==> src/rtl/pipeline_pkg.sv <==
// Shared types for the five-stage pipeline hazard unit: forwarding select codes,
// the scoreboard entry carried through EX/MEM/WB, and the stage enumeration.
package pipeline_pkg;

    // Scoreboard register fields are held at this width; REG_ADDR_W must not exceed it.
    localparam int SB_ADDR_W = 8;

    localparam logic [1:0] FWD_REG   = 2'b00;
    localparam logic [1:0] FWD_EXMEM = 2'b01;
    localparam logic [1:0] FWD_MEMWB = 2'b10;

    typedef enum logic [1:0] {
        STG_EX  = 2'd0,
        STG_MEM = 2'd1,
        STG_WB  = 2'd2
    } stage_e;

    typedef struct packed {
        logic                 valid;
        logic [SB_ADDR_W-1:0] rs;
        logic [SB_ADDR_W-1:0] rt;
        logic                 use_rs;
        logic                 use_rt;
        logic [SB_ADDR_W-1:0] dest;
        logic                 regwrite;
        logic                 memread;
    } sb_entry_t;

    // A stage produces register r; $0 is never a real producer.
    function automatic logic writes(input sb_entry_t e, input logic [SB_ADDR_W-1:0] r);
        return e.valid && e.regwrite && (e.dest == r) && (r != '0);
    endfunction

endpackage

==> src/rtl/hazard_sb_stage.sv <==
// One scoreboard entry of the hazard unit; loads the upstream entry each clock
// or an all-zero bubble when the stage is flushed.
module hazard_sb_stage
    import pipeline_pkg::*;
(
    input  logic      clk,
    input  logic      rst,
    input  sb_entry_t d,
    input  logic      bubble,
    output sb_entry_t q
);

    always_ff @(posedge clk or posedge rst) begin
        if (rst) begin
            q <= '0;
        end else if (bubble) begin
            q <= '0;
        end else begin
            q <= d;
        end
    end

endmodule

==> src/rtl/pipeline_hazard_unit.sv <==
// Hazard detection, operand forwarding and flush control for the IF/ID/EX/MEM/WB
// pipeline, with saturating stall and flush statistics.
module pipeline_hazard_unit
    import pipeline_pkg::*;
#(
    parameter int REG_ADDR_W = 5,
    parameter bit FWD_EN     = 1'b1,
    parameter int CNT_WIDTH  = 16
) (
    input  logic                  clk,
    input  logic                  reset,
    input  logic                  id_valid,
    input  logic [REG_ADDR_W-1:0] id_rs,
    input  logic [REG_ADDR_W-1:0] id_rt,
    input  logic                  id_use_rs,
    input  logic                  id_use_rt,
    input  logic [REG_ADDR_W-1:0] id_dest,
    input  logic                  id_regwrite,
    input  logic                  id_memread,
    input  logic                  redirect_ex,
    input  logic                  redirect_mem,
    output logic                  pc_en,
    output logic                  if_id_en,
    output logic                  if_id_flush,
    output logic                  id_ex_flush,
    output logic                  ex_mem_flush,
    output logic [1:0]            fwd_a,
    output logic [1:0]            fwd_b,
    output logic                  id_byp_a,
    output logic                  id_byp_b,
    output logic [CNT_WIDTH-1:0]  stall_cnt,
    output logic [CNT_WIDTH-1:0]  flush_cnt
);

    sb_entry_t id_entry;
    sb_entry_t sb [3];
    logic      load_use;
    logic      raw_any;
    logic      stall;
    logic      stall_active;
    logic      flush_active;

    always_comb begin
        id_entry          = '0;
        id_entry.valid    = id_valid;
        id_entry.rs       = SB_ADDR_W'(id_rs);
        id_entry.rt       = SB_ADDR_W'(id_rt);
        id_entry.use_rs   = id_use_rs;
        id_entry.use_rt   = id_use_rt;
        id_entry.dest     = SB_ADDR_W'(id_dest);
        id_entry.regwrite = id_regwrite;
        id_entry.memread  = id_memread;
    end

    hazard_sb_stage u_sb_ex (
        .clk    (clk),
        .rst    (reset),
        .d      (id_entry),
        .bubble (id_ex_flush || !id_valid),
        .q      (sb[STG_EX])
    );

    hazard_sb_stage u_sb_mem (
        .clk    (clk),
        .rst    (reset),
        .d      (sb[STG_EX]),
        .bubble (ex_mem_flush),
        .q      (sb[STG_MEM])
    );

    hazard_sb_stage u_sb_wb (
        .clk    (clk),
        .rst    (reset),
        .d      (sb[STG_MEM]),
        .bubble (1'b0),
        .q      (sb[STG_WB])
    );

    always_comb begin
        load_use = sb[STG_EX].memread &&
                   ((id_use_rs && writes(sb[STG_EX], id_entry.rs)) ||
                    (id_use_rt && writes(sb[STG_EX], id_entry.rt)));
        raw_any  = (id_use_rs && (writes(sb[STG_EX], id_entry.rs) || writes(sb[STG_MEM], id_entry.rs))) ||
                   (id_use_rt && (writes(sb[STG_EX], id_entry.rt) || writes(sb[STG_MEM], id_entry.rt)));
        stall    = id_valid && (FWD_EN ? load_use : raw_any);
    end

    // Reset forces the benign control values even if redirects are asserted.
    always_comb begin
        pc_en        = 1'b1;
        if_id_en     = 1'b1;
        if_id_flush  = 1'b0;
        id_ex_flush  = 1'b0;
        ex_mem_flush = 1'b0;
        stall_active = 1'b0;
        flush_active = 1'b0;
        if (!reset) begin
            if (redirect_mem) begin
                if_id_flush  = 1'b1;
                id_ex_flush  = 1'b1;
                ex_mem_flush = 1'b1;
                flush_active = 1'b1;
            end else if (redirect_ex) begin
                if_id_flush  = 1'b1;
                id_ex_flush  = 1'b1;
                flush_active = 1'b1;
            end else if (stall) begin
                pc_en        = 1'b0;
                if_id_en     = 1'b0;
                id_ex_flush  = 1'b1;
                stall_active = 1'b1;
            end
        end
    end

    // MEM holds the younger result, so it wins over WB.
    always_comb begin
        fwd_a = FWD_REG;
        fwd_b = FWD_REG;
        if (FWD_EN && !reset) begin
            if (sb[STG_EX].use_rs && writes(sb[STG_MEM], sb[STG_EX].rs)) begin
                fwd_a = FWD_EXMEM;
            end else if (writes(sb[STG_WB], sb[STG_EX].rs)) begin
                fwd_a = FWD_MEMWB;
            end
            if (sb[STG_EX].use_rt && writes(sb[STG_MEM], sb[STG_EX].rt)) begin
                fwd_b = FWD_EXMEM;
            end else if (writes(sb[STG_WB], sb[STG_EX].rt)) begin
                fwd_b = FWD_MEMWB;
            end
        end
    end

    always_comb begin
        id_byp_a = !reset && id_use_rs && writes(sb[STG_WB], id_entry.rs);
        id_byp_b = !reset && id_use_rt && writes(sb[STG_WB], id_entry.rt);
    end

    always_ff @(posedge clk or posedge reset) begin
        if (reset) begin
            stall_cnt <= '0;
            flush_cnt <= '0;
        end else begin
            if (stall_active && (stall_cnt != '1)) begin
                stall_cnt <= stall_cnt + CNT_WIDTH'(1);
            end
            if (flush_active && (flush_cnt != '1)) begin
                flush_cnt <= flush_cnt + CNT_WIDTH'(1);
            end
        end
    end

endmodule

==> config.mk <==
export PLATFORM = sky130hd
export DESIGN_NAME = pipeline_hazard_unit
export DESIGN_NICKNAME = d
export VERILOG_FILES = /design/src/rtl/pipeline_pkg.sv /design/src/rtl/hazard_sb_stage.sv /design/src/rtl/pipeline_hazard_unit.sv
export SDC_FILE = /design/constraint.sdc
export NUM_CORES = 1
export LEC_CHECK = 0
export CAP_MARGIN = 20
export CORE_MARGIN = 4
export CORE_UTILIZATION = 25
export DETAILED_ROUTE_END_ITERATION = 7
export GPL_TIMING_DRIVEN = 0
export PLACE_DENSITY = 0.5
export SLEW_MARGIN = 40
export SYNTH_ARGS = -nofsm -noshare
export SYNTH_HDL_FRONTEND = slang
export SYNTH_SLANG_ARGS = --single-unit
==> constraint.sdc <==
create_clock -name clk -period 6.44 [get_ports clk]
set_input_delay 1.288 -clock clk [delete_from_list [all_inputs] [get_ports clk]]
set_output_delay 1.288 -clock clk [all_outputs]
set_load 0.1 [all_outputs]
==> key figures <==
Run status
  • Status: complete, no violations

Final layout
  • Layout cell share with drive strength beyond 1: 0.205
  • Ant. Diodes: 0
  • Layout Cells excl Fill: 538
  • Fin util: 0.343
  • Area Growth Syn to Fin: 31.9%
  • Layout fillers: 1,268
  • Final net count: 391

Placement
  • HPWL after detailed placement: 6040 um
  • Placed cell count: 522
  • I/O Buffers: 66
  • Dpl ws: 1.40 ns
  • Routability Congestion: 0.807

Yosys
  • Syn Area/Cell: 11.1 um^2
  • Synth warn: 0
  • Synth Instances: 287
  • Mapped Area: 3170 um^2
  • Unique masters post-synth: 37
  • Leading area contributor after synthesis: dfrtp_1
  • Seq/Total Area, Yosys: 0.521
  • Largest cells by area after synthesis: dfrtp_1, xnor2_1, xor2_1
  • Yosys reg bits: 66
  • Fraction of registers with async set/reset: 1.00
  • Syn_nets: 313
  • Proportion of synthesized area in mux cells: 0.0118
  • Top cells by instance count after synthesis: dfrtp_1, xnor2_1, xor2_1
  • Synth Area in Adders: 0.00789
  • Synth Area in XOR/XNOR: 0.185
  • Main flop type after synthesis: dfrtp_1
  • Count leader, synth: dfrtp_1
  • Post-synth top area share: 0.521
  • Simple-gate share of the synthesized area: 0.230
  • Post-synth EDFFs: 0
  • Largest family of logic cells by synthesized area: simple AND/OR/NAND/NOR gates
  • Post-synthesis compound-gate area fraction: 0.0233

Setup path
  • Worst Path Max Fanout: 10
  • Crit path max-delay family: buffers and inverters
  • Worst-path cell chain: clkdlybuf4s50_1 -> or4_1 -> o21ai_2 -> nor4_2 -> nor2_4 -> o21a_4 -> buf_6 -> inv_1 -> buf_2
  • CP arrival: 3.72 ns
  • Worst setup SP type: input pin
  • CP bufs+invs: 4
  • Critical R2R Capture: stall_cnt[1]$_DFFE_PP0P_
  • Critical path type: input pin to primary output
  • Reg2reg setup slack: 4.29 ns
  • Max stage delay on crit path: 0.61 ns
  • R2R depth: 5
  • R2R Path Start: stall_cnt[6]$_DFFE_PP0P_
  • CP required: 5.15 ns
  • CP Capture Type: primary output
  • Slowest CP cell: nor4_2

Worst hold path
  • Worst Hold Depth: 0
  • Worst Hold Class: flip-flop to flip-flop
  • Hold endpoint: u_sb_wb.q[28]$_DFF_PP0_
  • Hold path startpoint: u_sb_mem.q[28]$_DFF_PP0_

Detailed routing
  • DRC violations left: 0
  • 1st-pass router iterations: 4
  • Post-DRT Antenna Nets: 0
  • Routed wire per std cell: 14.8 um
  • Via count: 2,340
  • Via density: 4.35
  • Final WL: 7990 um
  • Starting DRC count in detailed routing: 63

GRT
  • Grt total ovfl: 0
  • Number of global-route vias before repair: 2,452
  • Largest net degree at the start of global routing: 59
  • Initial antenna violation count: 0
  • GRT Total Usage: 0.115
  • First-pass GRT wire length: 13,000 um

STA
  • F_max: 200 MHz
  • Worst slew margin: 0.569
  • Setup violators final: 0
  • Worst-Margin Slew: 0.641 ns
  • Minimum clock period: 5.01 ns
  • Clock skew: 0.00549 ns
  • Final period util: 0.778
  • Final Hold Fails: 0
  • RSZ-0062 raised after global routing: false
  • Final Max Slew Viols: 0
  • Final worst slack: 1.43 ns

Clock tree
  • Max H-tree Level: 3
  • TritonCTS Sinks: 66
  • Setup Buffers After CTS: 0
  • TritonCTS Buffers: 9
  • CTS tree: yes
  • Clock Path Buffers: 2
  • Hold_buf cts: 0
  • Worst-path clk slew: 0.05 ns
  • Clock Latency Late Sink: 0.32 ns
  • Post-CTS sizing: 0
  • Root Buffer: clkbuf_16

Floorplanning
  • Die area: 14,600 um^2
  • Rows: 40
  • Starting density of the core: 0.260
  • Die Wd: 121 um
  • Core Region: 12,200 um^2
  • I/O Pins: 67
  • Die Height: 121 um

Power and ir drop
  • Worst vdd ir: 265 uV
  • Overall Power: 1250 uW
  • Lkg Pwr: 0.00199 uW
  • Pwr dens: 298 nW/um^2

Flow run
  • Max capacitance violation total: 0
final cells by class:
class                   count  area [um^2]  share of cell area
multi-input cells         208         1480               0.353
repair buffers             67          473               0.113
clock buffers              14          264              0.0631
clock inverters             2         35.0             0.00837
flip-flops and latches     66         1650               0.395
inverters                   5         23.8             0.00568
plain buffers               8         48.8              0.0117
well taps                 168          210              0.0502
cell usage in the layout (no fill, tap or decap), drive strengths merged, types with 3 or more instances in the layout:
cell type	count
nand4	11
clkdlybuf4s50	23
o21ai	4
dfrtp	66
nor3	8
nor2	16
or4	4
clkbuf	19
buf	47
and2	8
xor2	29
xnor2	38
nor4	10
mux2	3
nand3	25
and3	22
nand2	13
inv	5
how the worst max path moves through the flow:
stage | endpoint | start | slack (ns) | cells past startpoint
after floorplan | id_byp_a | reset | 0.19 | 4
after CTS | id_ex_flush | id_rs[3] | 1.41 | 9
after detailed placement | id_ex_flush | id_rs[4] | 1.40 | 9
after global routing | id_ex_flush | id_rs[3] | 1.30 | 9
after global placement | id_ex_flush | reset | -1.12 | 7
final | id_ex_flush | id_rs[4] | 1.43 | 9
logic make-up after synthesis:
logic type | count (synthesis)
fa+ha+maj | 2
flops | 66
buf+inv | 13
xor+xnor | 67
simple gates | 126
compound gates | 10
mux | 3
registers in the layout, indices dropped and copies added, names as in the netlist:
name / flops
u_sb_wb.q: 7
stall_cnt: 16
u_sb_ex.q: 20
u_sb_mem.q: 7
flush_cnt: 16
per-stage QoR:
step,hold WS [ns],TNS [ns],area [um^2]
after floorplan,0.373,0,3200
after global placement,0.390,-6.16,4070
after detailed placement,0.394,0,3890
after CTS,0.406,0,4190
after global routing,0.427,0,4190
final,0.399,0,4190
power breakdown:
part	internal, uW	switching (uW)
clock network	320	164
logic	70.1	215
registers	446	33.7
per-layer routing:
metal | GRT usage | share of wire
met5 | 0 | 0
met4 | 0.0659 | 0.030
met3 | 0.0225 | 0.043
met2 | 0.173 | 0.45
met1 | 0.154 | 0.47
No activity file was read; power rests on OpenSTA's default activity.
